`config.mk`:
```
export PLATFORM = sky130hd
export DESIGN_NAME = park_gate_controller
export DESIGN_NICKNAME = d
export VERILOG_FILES = /design/src/rtl/park_gate_controller.sv
export SDC_FILE = /design/constraint.sdc
export NUM_CORES = 1
export LEC_CHECK = 0
export ABC_AREA = 1
export CORE_UTILIZATION = 40
export CTS_CLUSTER_SIZE = 28
export DETAILED_ROUTE_END_ITERATION = 16
export GPL_TIMING_DRIVEN = 0
export SYNTH_ARGS = -nofsm -noshare
export SYNTH_HDL_FRONTEND = slang
export SYNTH_SLANG_ARGS = --single-unit
```
`constraint.sdc`:
```
create_clock -name clk -period 5.18 [get_ports clk]
set_clock_uncertainty 0.15 [all_clocks]
set_input_delay 1.036 -clock clk [delete_from_list [all_inputs] [get_ports clk]]
set_output_delay 1.036 -clock clk [all_outputs]
set_load 0.005 [all_outputs]
```
`src/rtl/park_gate_controller.sv`:
```
// Parking-lot sequencer: slot allocation, token encrypt/decrypt and timed gate drive.
// decrypt recovers the slot index from an exit token.

module decrypt (
    input  logic [2:0] token,
    input  logic [2:0] pattern,
    output logic [2:0] slot
);
    assign slot = token ^ pattern;
endmodule

module park_gate_controller #(
    parameter int unsigned GATE_CYCLES = 4
) (
    input  logic       clk,
    input  logic       rst_n,
    input  logic       pattern_load,
    input  logic [2:0] pattern_in,
    input  logic       entry_req,
    input  logic       exit_req,
    input  logic [2:0] exit_token,
    output logic       entry_ack,
    output logic [2:0] entry_token,
    output logic       entry_full,
    output logic       exit_ack,
    output logic       exit_err,
    output logic       gate_open,
    output logic [7:0] occupancy,
    output logic [3:0] free_count,
    output logic       busy
);
    localparam int unsigned SLOTS = 8;
    localparam int unsigned SW    = 3;
    localparam int unsigned CW    = 4;

    typedef enum logic [1:0] {IDLE, ENTRY, EXIT, GATE} state_t;

    state_t          state, state_d;
    logic [SW-1:0]   pattern, pattern_d;
    logic [SW-1:0]   tok_q, tok_d;
    logic [CW-1:0]   cnt, cnt_d;
    logic [SLOTS-1:0] occ_d;
    logic [SW-1:0]   etok_d;
    logic [CW-1:0]   free_d;
    logic            entry_ack_d, entry_full_d, exit_ack_d, exit_err_d;
    logic            gate_d, busy_d;
    logic            resp_c;
    logic            has_free_c;
    logic [SW-1:0]   free_idx_c;
    logic [SW-1:0]   slot_dec_c;

    decrypt u_decrypt (
        .token   (tok_q),
        .pattern (pattern),
        .slot    (slot_dec_c)
    );

    // Lowest-index free slot.
    always_comb begin
        has_free_c = ~&occupancy;
        free_idx_c = '0;
        for (int i = SLOTS - 1; i >= 0; i--) begin
            if (!occupancy[i]) free_idx_c = SW'(i);
        end
    end

    always_comb begin
        state_d      = state;
        pattern_d    = pattern;
        tok_d        = tok_q;
        cnt_d        = cnt;
        occ_d        = occupancy;
        etok_d       = entry_token;
        entry_ack_d  = 1'b0;
        entry_full_d = 1'b0;
        exit_ack_d   = 1'b0;
        exit_err_d   = 1'b0;
        free_d       = '0;
        resp_c       = entry_ack | entry_full | exit_ack | exit_err;

        case (state)
            IDLE: begin
                if (!resp_c) begin
                    if (exit_req) begin
                        tok_d   = exit_token;
                        state_d = EXIT;
                    end else if (entry_req) begin
                        state_d = ENTRY;
                    end else if (pattern_load && occupancy == '0) begin
                        pattern_d = pattern_in;
                    end
                end
            end
            ENTRY: begin
                if (has_free_c) begin
                    occ_d[free_idx_c] = 1'b1;
                    etok_d            = free_idx_c ^ pattern;
                    entry_ack_d       = 1'b1;
                    cnt_d             = CW'(GATE_CYCLES);
                    state_d           = GATE;
                end else begin
                    entry_full_d = 1'b1;
                    state_d      = IDLE;
                end
            end
            EXIT: begin
                if (occupancy[slot_dec_c]) begin
                    occ_d[slot_dec_c] = 1'b0;
                    exit_ack_d        = 1'b1;
                    cnt_d             = CW'(GATE_CYCLES);
                    state_d           = GATE;
                end else begin
                    exit_err_d = 1'b1;
                    state_d    = IDLE;
                end
            end
            GATE: begin
                if (cnt <= CW'(1)) state_d = IDLE;
                else               cnt_d   = cnt - CW'(1);
            end
            default: state_d = IDLE;
        endcase

        gate_d = (state_d == GATE);
        busy_d = (state_d != IDLE);

        free_d = CW'(SLOTS);
        for (int i = 0; i < SLOTS; i++) begin
            free_d = free_d - CW'(occ_d[i]);
        end
    end

    always_ff @(posedge clk) begin
        if (!rst_n) begin
            state       <= IDLE;
            pattern     <= '0;
            tok_q       <= '0;
            cnt         <= '0;
            occupancy   <= '0;
            free_count  <= CW'(SLOTS);
            entry_token <= '0;
            entry_ack   <= 1'b0;
            entry_full  <= 1'b0;
            exit_ack    <= 1'b0;
            exit_err    <= 1'b0;
            gate_open   <= 1'b0;
            busy        <= 1'b0;
        end else begin
            state       <= state_d;
            pattern     <= pattern_d;
            tok_q       <= tok_d;
            cnt         <= cnt_d;
            occupancy   <= occ_d;
            free_count  <= free_d;
            entry_token <= etok_d;
            entry_ack   <= entry_ack_d;
            entry_full  <= entry_full_d;
            exit_ack    <= exit_ack_d;
            exit_err    <= exit_err_d;
            gate_open   <= gate_d;
            busy        <= busy_d;
        end
    end
endmodule
```
==> summary.md, run 1 <==
| Metric | Value |
|---|---|
| Maxcap violations | `0` |
| # rows | `24` |
| Cts bufs inserted | `5` |
| VDD IR max | `0.175 mV` |
| Register area share after synthesis | `0.342` |
| Layout Cells excl Fill | `381` |
| Vias in the first global route | `1822` |
| Critical path fanouts, max | `6` |
| P&R area growth vs syn | `24.7%` |
| Post-cts resize count | `0` |
| CTS H-tree lvls | `2` |
| Worst Reg2Reg Path Length in Cells | `17` |
| Max Freq | `252 MHz` |
| Worst reg2reg setup slack | `1210 ps` |
| Antenna-violating nets left | `0` |
| Worst R2R Start | `state[1]` |
| Period utilization | `0.767` |
| Critical Path Start Type | `flip-flop` |
| Yosys cell types | `23` |
| Worst Tran Pin Value | `576 ps` |
| Post-Synthesis Cell Area | `1930 sq um` |
| Outcome | `completed` |
| Hold Buf Count CTS | `0` |
| Hold Path Depth | `2` |
| Placer Congestion | `0.880` |
| Hold path endpoint | `cnt[3]` |
| Syn nets | `315` |
| Cell area after layout | `2410 sq um` |
| Placed instance count | `373` |
| Total global-route track usage | `0.223` |
| Pwr dens | `480 nW/um^2` |
| Initial antenna violation count | `0` |
| Post-DR wirelength/cell | `13.4 microns` |
| Crit path DAT | `3990 ps` |
| Clk root buf | `clkbuf_8` |
| Worst EP required | `5200 ps` |
| Clock Latency Late Sink | `280 ps` |
| Syn Area/Cell | `6.65 sq um` |
| Min cycle time layout | `3970 ps` |
| Drt first pass iters | `4` |
| 1st-iter DRT viols | `128` |
| Slew headroom | `0.614` |
| Setup TNS | `0 ps` |
| Total Wirelength | `5.12 mm` |
| CTS max path bufs | `2` |
| Hold Crit Class | `reg2reg` |
| # IOs | `32` |
| DRC violations left | `0` |
| Syn. warnings | `0` |
| First-pass GRT wire length | `8.80 mm` |
| Reg clk slew, reported paths | `70 ps` |
| Slowest cell on crit path | `fa_1` |
| Worst setup margin | `1210 ps` |
| Core Area | `4500 sq um` |
| CTS tree | `yes` |
| Hold path start | `cnt[3]` |
| Commonest non-fill, non-tap cell in the layout | `nand2_1` |
| CP cell instances | `inv_1, ha_1, nand2_1, a21oi_1, nand2_1, o21ai_0, nand2_1, inv_1, fa_1, inv_1, ha_1, inv_1, fa_1, inv_1, fa_1, ha_1, or2_2` |
| Final Max Slew Viols | `0` |
| Die Span X | `71.5 microns` |
| Most frequent CP cell | `inv_1` |
| Critical path type | `reg2reg` |
| Starting density of the core | `0.428` |
| Die height | `71.5 microns` |
| Worst r2r dst | `free_count[3]` |
| Pin count of the biggest net entering global routing | `11` |
| Postcts setup bufs | `0` |
| Die footprint | `5110 sq um` |
| Pre-CTS setup slack | `1230 ps` |
| Diode count | `0` |
| Vias | `1943` |
| CP Capture Type | `flip-flop` |
| Final hold vios | `0` |
| Total gr overflow | `0` |
| Final setup vio count | `0` |
| RSZ-0062 raised after global routing | `no` |
| Syn Inst Count | `290` |
| Most frequent cells in the layout | `nand2_1, inv_1, nor2_1, dfxtp_1, clkdlybuf4s50_1` |
| Placed instance area | `2300 sq um` |
| Post-synthesis sequential element count | `33` |
| Clock Sinks | `33` |
| Final net count | `353` |
| Overall power | `0.00116 W` |
| Port bufs | `31` |
| Fill cells | `463` |
| Vias per cell | `5.10` |
| Max stage delay on crit path | `500 ps` |
| Post-DP HPWL | `3.87 mm` |
| Pleak | `1.12 nW` |
| Share of cells above drive strength 1 | `0.0578` |
-- power breakdown --
part,internal [W],switching (W)
clock,0.000120,0.0000973
combinational,0.000228,0.000359
sequential,0.000311,0.0000397
total,0.000659,0.000496
-- registers in the layout, summed over array words and instances, names as in the netlist --
signal / flops
exit_err: 1
state: 2
entry_full: 1
busy: 1
pattern: 3
tok_q: 3
entry_token: 3
occupancy: 8
entry_ack: 1
gate_open: 1
free_count: 4
exit_ack: 1
cnt: 4
-- worst max-delay path, delay by kind of cell (launching register included) --
family                     cells  cell delay, ps
buffers and inverters          5             370
adders and majority gates      6            2020
and+or+nand+nor                4             610
AOI/OAI and AO/OA              2             310
DFF                            1             420
-- cell usage after synthesis --
cell type  count  area, sq um
nand2_1       79          297
inv_1         44          165
clkbuf_1       1         3.75
nand4_1        5         31.3
nand3_1       18         90.1
dfxtp_1       33          661
o21ai_2        1         8.76
xor2_1         2         17.5
buf_6          1         11.3
nor2_1        33          124
o21ai_0       20          100
nand2_2        3         18.8
nor4_1         1         6.26
ha_1          10          125
fa_1           4         80.1
o31ai_1        1         7.51
or2_2          2         12.5
inv_2          2         7.51
buf_2          2         10.0
a21oi_1       17         85.1
a31oi_1        4         25.0
xnor2_1        2         17.5
nor3_1         5         25.0
-- cell families after synthesis --
family,share of synthesized area
XOR/XNOR,0.0182
buffers and inverters,0.102
AO/OA/AOI/OAI,0.117
adder cells (fa/ha/maj),0.106
AND/OR/NAND/NOR,0.313
flip-flops,0.342
-- routing by layer --
| layer | GRT usage | part of all wire |
|---|---|---|
| met1 | 0.315 | 0.52 |
| met2 | 0.351 | 0.43 |
| met3 | 0.0408 | 0.049 |
| met4 | 0.0588 | 0.0078 |
| met5 | 0 | 0 |
-- area by class of cell --
| class | count | area (sq um) | share of cell area |
|---|---|---|---|
| plain buffers | 4 | 25.0 | 0.0104 |
| clock buffers | 7 | 96.3 | 0.0400 |
| clock inverters | 1 | 5.00 | 0.00208 |
| inverters | 46 | 173 | 0.0718 |
| multi-input cells | 207 | 1070 | 0.445 |
| flip-flops and latches | 33 | 661 | 0.275 |
| well taps | 52 | 65.1 | 0.0270 |
| repair buffers | 31 | 310 | 0.129 |
-- how the worst max path moves through the flow --
stage               start             to  slack [ps]  depth (start not counted)
6_report         state[1]  free_count[3]        1210                         17
5_1_grt        pattern[0]  free_count[3]         930                         21
4_1_cts          state[1]  free_count[3]        1220                         17
3_5_place_dp   pattern[0]  free_count[3]        1230                         21
3_3_place_gp   pattern[0]  free_count[3]        1240                         21
2_1_floorplan  pattern[0]  free_count[3]        1560                         21
-- metrics by stage --
step	utilization	hold WS, ps
2_1_floorplan	-	311
3_3_place_gp	0.512	328
3_5_place_dp	0.512	331
4_1_cts	0.534	342
5_1_grt	0.534	390
6_report	0.534	340
(Power assumes the default switching activity.)
==> inputs of run 2 (changes only) <==
==> constraint.sdc (replaced) <==
create_clock -name clk -period 4 [get_ports clk]
set_clock_uncertainty 0.15 [all_clocks]
set_input_delay 0.8 -clock clk [delete_from_list [all_inputs] [get_ports clk]]
set_output_delay 0.8 -clock clk [all_outputs]
set_load 0.005 [all_outputs]
==> run 2 against run 1 <==
Via count is 1.4% higher. Combinational power is 53% higher. First-iteration DRC count is 3.9% lower. Critical endpoint unchanged. Cell count is 2.4% higher.
==> summary.md, run 2 (same netlist as run 1, synthesis figures left out) <==
| Metric | Value |
|---|---|
| Pin count of the biggest net entering global routing | `11 (unchanged)` |
| # rows | `24 (unchanged)` |
| CTS max path bufs | `2 (unchanged)` |
| Clk root buf | `clkbuf_8` |
| Total Wirelength | `5.29 mm (+3.3%)` |
| P&R area growth vs syn | `33.6%` |
| Multi-input gate area | `1160 sq um (+8.1%)` |
| Starting density of the core | `0.428 (unchanged)` |
| Maxcap violations | `0 (unchanged)` |
| Share of cells above drive strength 1 | `0.172 (+0.114)` |
| Total global-route track usage | `0.223 (unchanged)` |
| Post-DR wirelength/cell | `13.6 microns (+0.88%)` |
| Worst R2R Start | `tok_q[0]` |
| VDD IR max | `0.237 mV (+35%)` |
| Largest Register | `occupancy` |
| Worst Reg2Reg Path Length in Cells | `21 (+4)` |
| Antenna-violating nets left | `0 (unchanged)` |
| Die Span X | `71.5 microns (unchanged)` |
| Regs by FF count | `occupancy: 8 flops, cnt: 4 flops, free_count: 4 flops` |
| Hold Buf Count CTS | `0 (unchanged)` |
| Cell area after layout | `2580 sq um (+7.1%)` |
| Final Max Slew Viols | `0 (unchanged)` |
| Final net count | `362 (+2.5%)` |
| Vias per cell | `5.05 (-0.95%)` |
| Pwr dens | `637 nW/um^2 (+33%)` |
| Hold Path Depth | `2 (unchanged)` |
| Cts bufs inserted | `5 (unchanged)` |
| Worst EP required | `4020 ps (-1180 ps)` |
| Max Freq | `260 MHz (+3.4%)` |
| Slew headroom | `0.602 (-0.0126)` |
| Reg clk slew, reported paths | `70 ps (about the same)` |
| Commonest non-fill, non-tap cell in the layout | `nand2_1` |
| Worst Tran Pin Value | `595 ps (+18.8 ps)` |
| CP Capture Type | `flip-flop` |
| Vias | `1970 (+1.4%)` |
| Worst reg2reg setup slack | `160 ps (-1050 ps)` |
| Total gr overflow | `0 (unchanged)` |
| Final hold vios | `0 (unchanged)` |
| DRC violations left | `0 (unchanged)` |
| Final Hold Slack | `340 ps (-0.161 ps)` |
| Pleak | `1.18 nW (+5.1%)` |
| Drt first pass iters | `4 (unchanged)` |
| Min cycle time layout | `3840 ps (-129 ps)` |
| Core Area | `4500 sq um (unchanged)` |
| Placed instance area | `2300 sq um (unchanged)` |
| Critical Path Start Type | `flip-flop` |
| Clock Sinks | `33 (unchanged)` |
| Worst r2r dst | `free_count[3]` |
| Final setup vio count | `0 (unchanged)` |
| Register area | `676 sq um (+2.3%)` |
| Hold path endpoint | `cnt[3]` |
| CTS H-tree lvls | `2 (unchanged)` |
| 1st-iter DRT viols | `123 (-3.9%)` |
| Fill cells | `454 (-1.9%)` |
| Outcome | `completed` |
| Placer Congestion | `0.880 (unchanged)` |
| Final Core Density | `0.572 (+0.0381)` |
| Hold path start | `cnt[3]` |
| CTS tree | `yes` |
| Period utilization | `0.961 (+0.194)` |
| # IOs | `32 (unchanged)` |
| Diode count | `0 (unchanged)` |
| Initial antenna violation count | `0 (unchanged)` |
| Die footprint | `5110 sq um (unchanged)` |
| Setup TNS | `0 ps (unchanged)` |
| Critical path type | `reg2reg` |
| Crit path DAT | `3870 ps (-120 ps)` |
| Max reg flops | `8 (unchanged)` |
| Critical path fanouts, max | `7 (+1)` |
| Die height | `71.5 microns (unchanged)` |
| First-pass GRT wire length | `8.80 mm (unchanged)` |
| Vias in the first global route | `1822 (unchanged)` |
| Hold Crit Class | `reg2reg` |
| Port bufs | `31 (unchanged)` |
| Most frequent cells in the layout | `nand2_1, inv_1, clkdlybuf4s50_1, nor2_1, dfxtp_1` |
| Clock Latency Late Sink | `280 ps (about the same)` |
| Post-DP HPWL | `3.87 mm (unchanged)` |
==> run 2: per-stage QoR <==
step	power (W)	setup WS, ps	instances
2_1_floorplan	0.000989	380	290
3_3_place_gp	0.00121	61.6	373
3_5_place_dp	0.00121	48.2	373
4_1_cts	0.00150	36.0	381
5_1_grt	0.00180	-45.6	390
6_report	0.00164	158	390
==> run 2: where the power goes <==
group	leakage [nW]	switching [W]	internal [W]	total [W]
clock network	0.0542	0.000126	0.000156	0.000281
logic	0.853	0.000519	0.000377	0.000896
registers	0.273	0.0000562	0.000408	0.000464
total	1.18	0.000700	0.000940	0.00164
==> run 2: routing by layer <==
metal	vias to the layer above	share of wire	track usage
li1	1007	-	-
met1	895	0.50	0.315
met2	61	0.43	0.351
met3	7	0.056	0.0408
met4	0	0.0098	0.0588
met5	-	0	0
==> run 2: repair_timing <==
action,in CTS,in global routing
setup endpoints to repair,0,2
resized for setup,0,40
setup buffers,0,9
==> run 2: worst max-delay path by stage <==
stage                          start            end  slack, ps
after floorplan           pattern[0]  free_count[3]        380
after global placement    pattern[0]  free_count[3]         60
after detailed placement  pattern[0]  free_count[3]         50
after CTS                   state[1]  free_count[3]         40
after global routing        tok_q[0]  free_count[3]        -50
final                       tok_q[0]  free_count[3]        160
==> run 2: worst max-delay path: stages (launching register included) <==
cell     delay, ps
dfxtp_4        370
inv_2           60
nand2_2        100
nand2_4         80
nand2_1         60
nand2_1         50
nand2_1         70
nand2_2         60
o21ai_2        200
buf_6          160
nand3_2         60
nand2_2        100
inv_1           60
fa_1           480
inv_1           70
ha_1           140
inv_1           50
fa_1           550
inv_2           50
fa_2           370
ha_1           170
or2_2          280
==> run 2: cell type report <==
type,instances,share of cell area
clock buffers,7,0.0374
inverters,46,0.0680
repair buffers,40,0.147
clock inverters,1,0.00194
plain buffers,4,0.00971
flip-flops and latches,33,0.262
multi-input cells,207,0.449
well taps,52,0.0252
==> inputs of run 3 (changes only) <==
--- a/config.mk
+++ b/config.mk
@@ -10,6 +10,8 @@
 export CTS_CLUSTER_SIZE = 28
 export DETAILED_ROUTE_END_ITERATION = 16
 export GPL_TIMING_DRIVEN = 0
+export RECOVER_POWER = 50
 export SYNTH_ARGS = -nofsm -noshare
 export SYNTH_HDL_FRONTEND = slang
+export SYNTH_HIERARCHICAL = 1
 export SYNTH_SLANG_ARGS = --single-unit
==> run 3 against run 2 <==
Clock power is 15% higher. Fmax grew 1.5%. Area after synthesis rose by 5.3%. Core utilization shrank 4.5 points. Non-clock buffer count down 8. Cell count grew 2.1%. Critical path depth down 6. Hold slack worse by 1.9 ps. Critical endpoint unchanged.
==> summary.md, run 3 <==
| Metric | Value |
|---|---|
| Outcome | `completed` |
| Drt first pass iters | `4 (unchanged)` |
| Syn nets | `318 (+0.95%)` |
| Clk pwr share | `0.129 (-0.042)` |
| Async SR Flop Fraction | `0 (unchanged)` |
| Reg clk slew, reported paths | `70 ps (about the same)` |
| Yosys cell types | `36 (+57%)` |
| Hold Buf Count CTS | `0 (unchanged)` |
| Slowest cell on crit path | `fa_1` |
| Commonest non-fill, non-tap cell in the layout | `nand2_1` |
| Regs by FF count | `occupancy: 8 flops, cnt: 4 flops, free_count: 4 flops` |
| Clk root buf | `clkbuf_8` |
| Post-Synthesis Cell Area | `2030 sq um (+5.3%)` |
| CP cell instances | `inv_1, ha_1, inv_1, nand2_1, o21ai_0, o21ai_0, inv_1, fa_1, ha_1, inv_1, fa_1, inv_1, fa_1, ha_1, or2_2` |
| Diode count | `0 (unchanged)` |
| Hold path start | `tok_q[1]` |
| Initial antenna violation count | `0 (unchanged)` |
| P&R area growth vs syn | `25.0%` |
| Max reg flops | `8 (unchanged)` |
| Pin count of the biggest net entering global routing | `12 (+1)` |
| Post-synthesis sequential element count | `33 (unchanged)` |
| Slew headroom | `0.639 (+0.0368)` |
| Die footprint | `5370 sq um (+5.1%)` |
| CTS max path bufs | `2 (unchanged)` |
| Critical path type | `reg2reg` |
| Syn Area/Cell | `6.93 sq um (+4.2%)` |
| Total global-route track usage | `0.195 (-0.0278)` |
| Int Pwr | `0.00136 W (+44%)` |
| Vias in the first global route | `1682 (-7.7%)` |
| Worst R2R Start | `state[1]` |
| Vias | `1927 (-2.2%)` |
| Syn Inst Count | `293 (+1.0%)` |
| Comb power frac | `0.650 (+0.104)` |
| Net Sw Power | `0.00115 W (+64%)` |
| Critical path fanouts, max | `8 (+1)` |
| Vias per cell | `4.84 (-4.1%)` |
| Share of Yosys cell area claimed by the top area cell type | `0.325 (-0.0171)` |
| CTS tree | `yes` |
| Cell area after layout | `2540 sq um (-1.6%)` |
| Total Wirelength | `4.79 mm (-9.4%)` |
| Area contributors post-synth | `dfxtp_1, nand2_1, inv_1` |
| Max stage delay on crit path | `540 ps (about the same)` |
| Register area share after synthesis | `0.325 (-0.0171)` |
| Placed instance area | `2420 sq um (+5.2%)` |
| Core Area | `4820 sq um (+6.9%)` |
| Final setup vio count | `0 (unchanged)` |
| # rows | `25 (+4.2%)` |
| Period utilization | `0.946 (-0.0145)` |
| Most frequent CP cell | `inv_1` |
| CP Capture Type | `flip-flop` |
| Worst Tran Pin Value | `537 ps (-57.9 ps)` |
| Worst EP required | `4020 ps (about the same)` |
| Starting density of the core | `0.422 (-0.00677)` |
| Max Freq | `264 MHz (+1.5%)` |
| CTS H-tree lvls | `2 (unchanged)` |
| Share of cells above drive strength 1 | `0.0846 (-0.0870)` |
| Die Span X | `73.3 microns (+2.5%)` |
| Final Max Slew Viols | `0 (unchanged)` |
| Syn. warnings | `6 (+6)` |
| Layout Cells excl Fill | `398 (+2.1%)` |
| Pre-CTS setup slack | `-51.4 ps (-99.6 ps)` |
| Clock Latency Late Sink | `280 ps (about the same)` |
| Post-DP HPWL | `3.65 mm (-5.6%)` |
| Synth cell count leaders | `nand2_1, inv_1, dfxtp_1` |
| Critical Path Source | `state[1]` |
| Antenna-violating nets left | `0 (unchanged)` |
| 1st-iter DRT viols | `151 (+23%)` |
| VDD IR max | `0.529 mV (+120%)` |
| Min cycle time layout | `3780 ps (-57.9 ps)` |
| Count leader, synth | `nand2_1` |
| Final net count | `355 (-1.9%)` |
| Final Hold Slack | `338 ps (-1.94 ps)` |
| Synth Flop Type | `dfxtp_1` |
| First-pass GRT wire length | `7.78 mm (-12%)` |
| Number of enable flip-flop cells after synthesis | `0 (unchanged)` |
| RSZ-0062 raised after global routing | `no` |
| Hold Crit Class | `reg2reg` |
| Die height | `73.3 microns (+2.5%)` |
| Largest Register | `occupancy` |
| Placer Congestion | `0.860 (-2.3%)` |
| DRC violations left | `0 (unchanged)` |
| Cts bufs inserted | `5 (unchanged)` |
| Maxcap violations | `0 (unchanged)` |
| Pleak | `1.13 nW (-4.0%)` |
| Crit path DAT | `3800 ps (-70 ps)` |
| Pwr dens | `989 nW/um^2 (+55%)` |
| Port bufs | `31 (unchanged)` |
| Cell taking the most area after synthesis | `dfxtp_1` |
| Switch share | `0.459 (+0.0322)` |
| Reg power frac | `0.221 (-0.062)` |
| Most frequent cells in the layout | `nand2_1, inv_1, dfxtp_1, nor2_1, clkdlybuf4s50_1` |
| Placed instance count | `391 (+4.8%)` |
| Total gr overflow | `0 (unchanged)` |
| Clock Sinks | `33 (unchanged)` |
| Final hold vios | `0 (unchanged)` |
| # IOs | `32 (unchanged)` |
| Worst setup margin | `216 ps (+57.9 ps)` |
| Post-DR wirelength/cell | `12.0 microns (-11%)` |
| Critical Path Start Type | `flip-flop` |
[run 3: cell types whose count changed in the layout (fill, tap and decap cells not counted), sizes merged, moves of 4 or more]
cell and delta:
nand3 -8, o31ai +5, a21oi -4, buf -9, clkdlybuf4s50 -14, nor3 +5, dlygate4sd3 +14
[run 3: critical path: cells and delay by family, from the launching register on]
kind	cells	cell delay, ps
buffers and inverters	5	480
flip-flops	1	350
AND/OR/NAND/NOR	2	400
adder cells (fa/ha/maj)	6	2140
AO/OA/AOI/OAI	2	150
[run 3: repair_timing]
item                       4_1_cts  5_1_grt
gates cloned                     0        0
resized for setup                0        8
pin swaps                        0        1
buffers inserted                 0        1
setup endpoints to repair        1        2
[run 3: metrics by stage]
step                power, W   util  setup TNS (ps)
detailed placement   0.00222  0.503           -51.4
CTS                  0.00256  0.528               0
floorplan            0.00177      -               0
finish               0.00251  0.527               0
global route         0.00282  0.527               0
global placement     0.00223  0.503           -80.0
[run 3: power by group through the flow]
| stage | sequential, W | combinational (W) | clock (W) |
|---|---|---|---|
| 2_1_floorplan | 0.000545 | 0.00123 | 0 |
| 3_3_place_gp | 0.000560 | 0.00166 | 0 |
| 3_5_place_dp | 0.000561 | 0.00166 | 0 |
| 4_1_cts | 0.000555 | 0.00168 | 0.000332 |
| 5_1_grt | 0.000567 | 0.00190 | 0.000346 |
| 6_report | 0.000555 | 0.00163 | 0.000324 |
[run 3: cells by family (layout without fill, tap and decap cells)]
group | Yosys count | in the layout | synth area share
AND/OR/NAND/NOR | 141 | 141 | 0.318
adder cells (fa/ha/maj) | 14 | 14 | 0.101
XOR/XNOR | 4 | 4 | 0.0173
AO/OA/AOI/OAI | 45 | 45 | 0.128
buffers and inverters | 56 | 94 | 0.110
flip-flops | 33 | 33 | 0.325
[run 3: worst paths after layout]
path | endpoint | slack [ps] | depth (start not counted)
setup / recovery | free_count[3] | 220 | 15
hold / removal | tok_q[1] | 340 | 2
setup reg to reg | free_count[3] | 220 | 15
hold reg to reg | tok_q[1] | 340 | 2
[run 3: routing by layer]
layer	routed length, microns	up-vias	GRT usage
li1	-	1005	-
met1	2300	875	0.247
met2	2220	39	0.326
met3	182	8	0.0412
met4	88	0	0.0697
met5	0	-	0
[run 3: cell type report]
type / instances / area (sq um)
well taps: 67 / 83.8
clock buffers: 6 / 82.6
fillers: 531 / 2280
clock inverters: 2 / 37.5
repair buffers: 32 / 318
flip-flops and latches: 33 / 664
plain buffers: 4 / 26.3
inverters: 50 / 190
multi-input cells: 204 / 1130
